===== src/rtl/gfx_pkg.sv =====
// Shared constants and state encoding for the gfx pixel-write path.
package gfx_pkg;

    localparam logic [1:0] AXI_BURST_INCR = 2'b01;
    localparam logic [1:0] AXI_RESP_OKAY  = 2'b00;

    typedef enum logic [0:0] {
        WR_IDLE  = 1'b0,
        WR_ISSUE = 1'b1
    } wr_state_e;

endpackage


===== src/rtl/gfx_pixel_axi_writer.sv =====
// Turns a stream of (x, y, RGB) pixels into single-beat AXI4 writes to a linear
// framebuffer, tracking outstanding responses, frame completion and bus errors.
module gfx_pixel_axi_writer
    import gfx_pkg::*;
#(
    parameter int AXI_ADDR_WIDTH  = 21,
    parameter int AXI_DATA_WIDTH  = 16,
    parameter int AXI_ID_WIDTH    = 4,
    parameter int COLOR_WIDTH     = 4,
    parameter int H_WIDTH         = 12,
    parameter int V_WIDTH         = 12,
    parameter int FB_WIDTH        = 640,
    parameter int FB_HEIGHT       = 480,
    parameter int MAX_OUTSTANDING = 4
) (
    input  logic                        clk,
    input  logic                        rst_n,

    input  logic                        s_pix_valid,
    output logic                        s_pix_ready,
    input  logic [H_WIDTH-1:0]          s_pix_x,
    input  logic [V_WIDTH-1:0]          s_pix_y,
    input  logic [COLOR_WIDTH-1:0]      s_pix_red,
    input  logic [COLOR_WIDTH-1:0]      s_pix_grn,
    input  logic [COLOR_WIDTH-1:0]      s_pix_blu,
    input  logic                        s_pix_last,

    output logic                        m_axi_awvalid,
    input  logic                        m_axi_awready,
    output logic [AXI_ADDR_WIDTH-1:0]   m_axi_awaddr,
    output logic [AXI_ID_WIDTH-1:0]     m_axi_awid,
    output logic [7:0]                  m_axi_awlen,
    output logic [2:0]                  m_axi_awsize,
    output logic [1:0]                  m_axi_awburst,

    output logic                        m_axi_wvalid,
    input  logic                        m_axi_wready,
    output logic [AXI_DATA_WIDTH-1:0]   m_axi_wdata,
    output logic [AXI_DATA_WIDTH/8-1:0] m_axi_wstrb,
    output logic                        m_axi_wlast,

    input  logic                        m_axi_bvalid,
    input  logic [AXI_ID_WIDTH-1:0]     m_axi_bid,
    input  logic [1:0]                  m_axi_bresp,
    output logic                        m_axi_bready,

    output logic                        frame_done,
    output logic                        busy,
    output logic                        axi_error
);

    localparam int ADDR_SHIFT = $clog2(AXI_DATA_WIDTH / 8);
    localparam int CNT_W      = $clog2(MAX_OUTSTANDING + 1);

    wr_state_e                     state_q, state_d;
    logic [H_WIDTH-1:0]            x_q, x_d;
    logic [V_WIDTH-1:0]            y_q, y_d;
    logic [AXI_DATA_WIDTH-1:0]     wdata_q, wdata_d;
    logic                          awvalid_q, awvalid_d;
    logic                          wvalid_q, wvalid_d;
    logic [CNT_W-1:0]              outstanding_q, outstanding_d;
    logic                          pending_last_q, pending_last_d;
    logic                          axi_error_q, axi_error_d;

    logic                          pix_fire, pix_in_range;
    logic                          aw_hs, w_hs, b_hs;
    logic                          frame_done_int;
    logic [AXI_ADDR_WIDTH-1:0]     pix_index;

    // All valid/ready handshakes are masked while reset is low, so nothing can
    // complete on the reset edge even if registers still hold old state.
    assign s_pix_ready   = rst_n && (state_q == WR_IDLE)
                           && (outstanding_q < CNT_W'(MAX_OUTSTANDING));
    assign m_axi_awvalid = rst_n && awvalid_q;
    assign m_axi_wvalid  = rst_n && wvalid_q;
    assign m_axi_bready  = 1'b1;

    assign pix_fire     = s_pix_valid && s_pix_ready;
    assign pix_in_range = (32'(s_pix_x) < FB_WIDTH) && (32'(s_pix_y) < FB_HEIGHT);
    assign aw_hs        = m_axi_awvalid && m_axi_awready;
    assign w_hs         = m_axi_wvalid && m_axi_wready;
    assign b_hs         = rst_n && m_axi_bvalid && m_axi_bready;

    // Modular arithmetic, so computing directly in the address width truncates correctly.
    assign pix_index     = AXI_ADDR_WIDTH'(y_q) * AXI_ADDR_WIDTH'(FB_WIDTH) + AXI_ADDR_WIDTH'(x_q);
    assign m_axi_awaddr  = pix_index << ADDR_SHIFT;
    assign m_axi_awid    = '0;
    assign m_axi_awlen   = 8'd0;
    assign m_axi_awsize  = 3'(ADDR_SHIFT);
    assign m_axi_awburst = AXI_BURST_INCR;
    assign m_axi_wdata   = wdata_q;
    assign m_axi_wstrb   = '1;
    assign m_axi_wlast   = 1'b1;

    assign frame_done_int = pending_last_q && (state_q == WR_IDLE) && (outstanding_q == '0);
    assign frame_done     = rst_n && frame_done_int;
    assign busy           = rst_n && ((state_q != WR_IDLE) || (outstanding_q != '0));
    assign axi_error      = axi_error_q;

    always_comb begin
        state_d        = state_q;
        x_d            = x_q;
        y_d            = y_q;
        wdata_d        = wdata_q;
        awvalid_d      = awvalid_q && !aw_hs;
        wvalid_d       = wvalid_q && !w_hs;
        pending_last_d = pending_last_q && !frame_done_int;
        outstanding_d  = outstanding_q;
        axi_error_d    = axi_error_q || (b_hs && (m_axi_bresp != AXI_RESP_OKAY));

        // Out-of-range pixels are swallowed but still count towards frame end.
        if (pix_fire) begin
            x_d     = s_pix_x;
            y_d     = s_pix_y;
            wdata_d = AXI_DATA_WIDTH'({s_pix_red, s_pix_grn, s_pix_blu});
            if (s_pix_last) pending_last_d = 1'b1;
            if (pix_in_range) begin
                awvalid_d = 1'b1;
                wvalid_d  = 1'b1;
                state_d   = WR_ISSUE;
            end
        end

        if ((state_q == WR_ISSUE) && !awvalid_d && !wvalid_d) state_d = WR_IDLE;

        case ({aw_hs, b_hs})
            2'b10:   outstanding_d = outstanding_q + 1'b1;
            2'b01:   if (outstanding_q != '0) outstanding_d = outstanding_q - 1'b1;
            default: outstanding_d = outstanding_q;
        endcase
    end

    always_ff @(posedge clk) begin
        if (!rst_n) begin
            state_q        <= WR_IDLE;
            x_q            <= '0;
            y_q            <= '0;
            wdata_q        <= '0;
            awvalid_q      <= 1'b0;
            wvalid_q       <= 1'b0;
            outstanding_q  <= '0;
            pending_last_q <= 1'b0;
            axi_error_q    <= 1'b0;
        end else begin
            state_q        <= state_d;
            x_q            <= x_d;
            y_q            <= y_d;
            wdata_q        <= wdata_d;
            awvalid_q      <= awvalid_d;
            wvalid_q       <= wvalid_d;
            outstanding_q  <= outstanding_d;
            pending_last_q <= pending_last_d;
            axi_error_q    <= axi_error_d;
        end
    end

endmodule


===== config.mk =====
export PLATFORM = sky130hd
export DESIGN_NAME = gfx_pixel_axi_writer
export DESIGN_NICKNAME = d
export VERILOG_FILES = /design/src/rtl/gfx_pkg.sv /design/src/rtl/gfx_pixel_axi_writer.sv
export SDC_FILE = /design/constraint.sdc
export NUM_CORES = 1
export LEC_CHECK = 0
export CELL_PAD_IN_SITES_DETAIL_PLACEMENT = 0
export CELL_PAD_IN_SITES_GLOBAL_PLACEMENT = 1
export CORE_ASPECT_RATIO = 1.75
export CORE_UTILIZATION = 34
export DETAILED_ROUTE_END_ITERATION = 7
export GPL_ROUTABILITY_DRIVEN = 0
export PLACE_DENSITY = 0.87
export SYNTH_ARGS = -nofsm -noshare
export SYNTH_HDL_FRONTEND = slang
export SYNTH_SLANG_ARGS = --single-unit

===== constraint.sdc =====
create_clock -name clk -period 7.7 [get_ports clk]
set_input_delay 1.54 -clock clk [delete_from_list [all_inputs] [get_ports clk]]
set_output_delay 1.54 -clock clk [all_outputs]
set_load 0.01 [all_outputs]

== Word-level counts from Yosys, hierarchy flattened ==
Index checks and enable logic that the tools add are counted.

* Bits in registers: 44
* Latch bits: 0
* RAM bits: 0
* ROM bits: 0
* Input port bits: 49
* Output and inout port bits: 64
* Word-level logic and storage cells: 62
* Memories: 0

* Add/subtract/negate cells: 3
* $mul: 1
* Div/mod/pow operators: 0
* Magnitude comparators: 3
* Equality and inequality tests: 3
* Shift operators: 0
* Multiplexer cells: 8
* Bitwise logic cells: 2
* Reductions and logical operators: 33

{| class="wikitable"
|+ Operators with widths
! cell !! count
|-
| $add A20 B12 Y20 || 1
|-
| $logic_and A1 B1 Y1 || 19
|-
| $mul A12 B3 Y13 const B || 1
|-
| $lt A12 B10 Y1 const B || 1
|-
| $lt A12 B9 Y1 const B || 1
|-
| $mux W1 || 6
|-
| $pmux W3 S2 || 1
|-
| $logic_not A1 Y1 || 5
|-
| $reduce_and A2 Y1 || 2
|-
| $reduce_bool A2 Y1 || 2
|-
| $add A3 B1 Y3 const B || 1
|-
| $logic_not A3 Y1 || 1
|-
| $lt A3 B3 Y1 const B || 1
|-
| $mux W3 || 1
|-
| $reduce_bool A3 Y1 || 1
|-
| $sub A3 B1 Y3 const B || 1
|-
| $eq A2 B1 Y1 const B || 1
|-
| $eq A2 B2 Y1 const B || 1
|-
| $logic_or A1 B1 Y1 || 2
|-
| $ne A2 B2 Y1 const B || 1
|-
| $not A1 Y1 || 2
|-
| $reduce_or A2 Y1 || 1
|}

== Depth between registers and ports, before layout ==
* Depth after elaboration: 10
* Mapped depth: 12
* Mapped depth without buffers: 12

== Least setup slack after synthesis ==
No wires, ideal clock.

* Kind: reg2out
* Start point: register y_q[1]
* End point: output port m_axi_awaddr[16]
* Arrival time: 2.692 ns
* Required time: 6.160 ns
* Slack: 3.468 ns
* Cell stages (with the launch flop): 13
* Buffers on the path: 0
* Cell sequence: dfxtp_1 > ha_1 > ha_1 > inv_1 > fa_1 > inv_1 > ha_1 > o21a_1 > o31a_1 > o2111ai_1 > o31ai_1 > a221oi_1 > xnor2_1

* Word-level cells in the longest chain between the ends: 2

{| class="wikitable"
|+ RTL lines
! element !! line !! text
|-
| start, declared || gfx_pixel_axi_writer.sv:57 || <nowiki>logic [V_WIDTH-1:0] y_q, y_d;</nowiki>
|-
| start signal, assigned || gfx_pixel_axi_writer.sv:147 || <nowiki>y_q <= y_d;</nowiki>
|-
| $mul A12 B3 Y13 || gfx_pixel_axi_writer.sv:85 || <nowiki>assign pix_index = AXI_ADDR_WIDTH'(y_q) * AXI_ADDR_WIDTH'(FB_WIDTH) + AXI_ADDR_WIDTH'(x_q);</nowiki>
|-
| $add A20 B12 Y20 || gfx_pixel_axi_writer.sv:85 ||
|-
| end, declared || gfx_pixel_axi_writer.sv:30 || <nowiki>output logic [AXI_ADDR_WIDTH-1:0] m_axi_awaddr,</nowiki>
|}

Every way passes these cells.

== Final worst setup path ==
Ends and elaborated chain as after synthesis.

==> flow_summary.json <==
{
  "r2r_slack_ns": 5.77,
  "cap_viol_max_count": 0,
  "p_total_uw": 715.8,
  "cts_buffers": 5,
  "synth_area_leaders": "dfxtp_1 30%, nand2_1 11%, ha_1 10%",
  "post_cts_buffers": 0,
  "critPathLaunchType": "flop",
  "holdPathEnd": "m_axi_wdata[4]",
  "r2r_cells": 5,
  "hp-class": "flop to flop",
  "wire_per_inst_um": 12.00,
  "internal_power_uw": 512.5,
  "via_per_inst": 4.658,
  "crit_path_end_kind": "output pin",
  "fin_crit_sh": 0.6897,
  "synth_cells": 364,
  "grt_setup_unrepaired": "false",
  "synth_flop_cell": "dfxtp_1",
  "wl_met2_um": 3499,
  "drc": 0,
  "setup_viol": 0,
  "switching_share": 0.2841,
  "combPwrFrac": 0.302,
  "ys_ff_latch": 44,
  "fin_crit_ns": 5.311,
  "synth_edf_count": 0,
  "port_buffers": 82,
  "slew_headroom": 0.5357,
  "pwr-share-seq": 0.362,
  "timing.setup.critical_path_class": "flop to output pin",
  "yosys_warnings": 0,
  "crit_top_cell": "ha_1",
  "worstPathRequired_ns": 6.16,
  "top_layer_used": "met4",
  "core-area_um2": 8368,
  "crit_buf_inv": 3,
  "tns_ns": 0,
  "timing.rr.start": "outstanding_q[2]",
  "min_path_cells": 2,
  "crit_chain": "ha_1 > ha_1 > inv_1 > fa_1 > inv_1 > ha_1 > o21a_1 > o31a_1 > o2111ai_1 > o31ai_1 > a221oi_1 > xnor2_1 > clkdlybuf4s50_1",
  "clockRootBuffer": "clkbuf_16",
  "power.share.clock": 0.335,
  "final_cell_count_no_fill": 550,
  "fin_nets": 510,
  "routed_wl_um": 6599,
  "hold_violations": 0,
  "finalClockSkew_ns": 0.005084,
  "wl_met1_um": 2575,
  "drv_slew": 0,
  "met3_length_um": 310,
  "tightest_slew_ns": 0.6901,
  "hold_start": "m_axi_wdata[4]",
  "drt-initial-drc-count": 98,
  "final_common_cell": "nand2_1",
  "cp_data_arrival_time_ns": 3.77,
  "ios": 113,
  "power_density_nw_per_um2": 182.8,
  "syn2layout_area_growth_pct": 31.90,
  "dpl.cell_count": 542,
  "initial_core_util": 0.3548,
  "cts_resized": 0,
  "synth_top_cell_area_share": 0.2967,
  "cts_hold_buffers": 0,
  "switchingPower_uw": 203.4,
  "grt_pass1_wl_um": 10850,
  "fillers": 859,
  "path_max_fanout": 4,
  "power.leakage_nw": 1.546,
  "n_antenna_cell": 0,
  "yosysUniqueCellTypes": 50,
  "outcome": "finished, final reports clean",
  "first_pass_iters": 6,
  "yosysTopAreaCell": "dfxtp_1",
  "ys_seq_area_frac": 0.2967,
  "dieWidth_um": 72.64,
  "cts.sinks": 44,
  "grt_max_degree": 50,
  "syn_avg_cell_area_um2": 8.157,
  "die_area_um2": 9125,
  "clock.fmax_ghz": 0.1883,
  "path_clk_slew_ns": 0.06,
  "cp_top_family": "adder cells",
  "async_reset_ff_frac": 0,
  "grt.total_usage": 0.1508,
  "postPlaceCellArea_um2": 3749,
  "core.rowCount": 44,
  "final_cell_mix": "85 x nand2_1, 82 x clkdlybuf4s50_1, 44 x dfxtp_1",
  "dp.final_hpwl_um": 5148,
  "cts_buffer_depth": 2,
  "cp_slowest_cell": "clkdlybuf4s50_1",
  "grt_pass1_vias": 2429,
  "peakVddDrop_v": 0.0001793,
  "grt_overflow": 0,
  "worstSkewPairLatency_ns": 0.29,
  "die_height_um": 125.6,
  "antenna_left": 0,
  "fin_area_um2": 3916,
  "syn_area_um2": 2969,
  "tritoncts": "done",
  "r2r_end": "y_q[0]",
  "drive_gt1_frac": 0.04138,
  "antenna_found_initial": 0,
  "vias": 2562,
  "htreeDepth": 2,
  "cp_slowest_stage_delay_ns": 0.55
}
tightest hold or removal path: cells and delay by family (launching register included):
kind | cells | cell delay (ns)
AO/OA/AOI/OAI | 1 | 0.06
flip-flops | 1 | 0.31
AND/OR/NAND/NOR | 1 | 0.05
worst max-delay path by stage:
stage	end	slack, ns	cells past startpoint	start
CTS	m_axi_awaddr[16]	2.36	13	y_q[1]
detailed placement	m_axi_awaddr[16]	2.67	13	y_q[1]
global placement	m_axi_awaddr[16]	2.73	13	y_q[1]
global route	m_axi_awaddr[16]	2.18	13	y_q[1]
finish	m_axi_awaddr[16]	2.39	13	y_q[1]
floorplan	m_axi_awaddr[16]	3.47	12	y_q[1]
cells by family (layout without fill, tap and decap cells):
family / after synthesis / after routing / share of synthesized area
other: 2 / 26 / 0.002529
multiplexers: 1 / 1 / 0.003371
XOR/XNOR: 18 / 18 / 0.05310
AO/OA/AOI/OAI: 80 / 80 / 0.2019
buffers and inverters: 58 / 105 / 0.1155
AND/OR/NAND/NOR: 134 / 134 / 0.2056
adder cells (fa/ha/maj): 27 / 27 / 0.1214
flip-flops: 44 / 44 / 0.2967
synth_stat cells, types with 2 or more instances:
cell type and number:
clkbuf_1 9, a21boi_0 37, nor3b_1 2, nand2_1 85, o211ai_1 2, conb_1 2, a211oi_1 5, xor2_1 3
o21bai_1 2, dfxtp_1 44, inv_1 12, a21oi_1 6, o32ai_1 2, xnor2_1 15, buf_4 33, nand4_1 2
o21ai_0 3, nor2_1 14, ha_1 24, fa_1 3, nor2b_1 4, nand3_1 2, and2_1 8, o31a_1 2
or4_1 2, nor3_1 5, a21o_1 5, o21a_1 7, buf_1 3
through the flow:
stage               hold slack, ns  setup WS (ns)    util
detailed placement          0.4575          2.674  0.4480
floorplan                   0.4438          3.468       -
finish                      0.4615          2.389  0.4680
CTS                         0.4664          2.362  0.4680
global placement            0.4498          2.731  0.4480
global route                0.4884          2.184  0.4680
metal layers:
| metal | up-vias | GRT usage |
|---|---|---|
| li1 | 1313 | - |
| met1 | 1158 | 0.1580 |
| met2 | 77 | 0.2710 |
| met3 | 14 | 0.03360 |
| met4 | 0 | 0.08074 |
| met5 | - | 0 |
layout make-up:
cell class,instances,area [um^2],share of cell area
multi-input cells,286,1836,0.4687
flip-flops and latches,44,880.8,0.2249
repair buffers,85,843.3,0.2153
well taps,115,143.9,0.03674
clock buffers,5,125.1,0.03195
inverters,12,45.04,0.01150
clock inverters,3,42.54,0.01086
flip-flops by register name, summed over array words and instances, names as in the netlist:
register	cells
x_q	12
y_q	12
state_q	1
wvalid_q	1
pending_last_q	1
outstanding_q	3
axi_error	1
awvalid_q	1
m_axi_wdata	12
power groups by stage:
| stage | sequential, mW | clock (mW) | combinational, mW |
|---|---|---|---|
| 2_1_floorplan | 0.264 | 0 | 0.136 |
| 3_3_place_gp | 0.264 | 0 | 0.215 |
| 3_5_place_dp | 0.265 | 0 | 0.218 |
| 4_1_cts | 0.260 | 0.246 | 0.220 |
| 5_1_grt | 0.262 | 0.257 | 0.239 |
| 6_report | 0.259 | 0.240 | 0.216 |
Note: power is estimated with default switching activity, not from simulation.
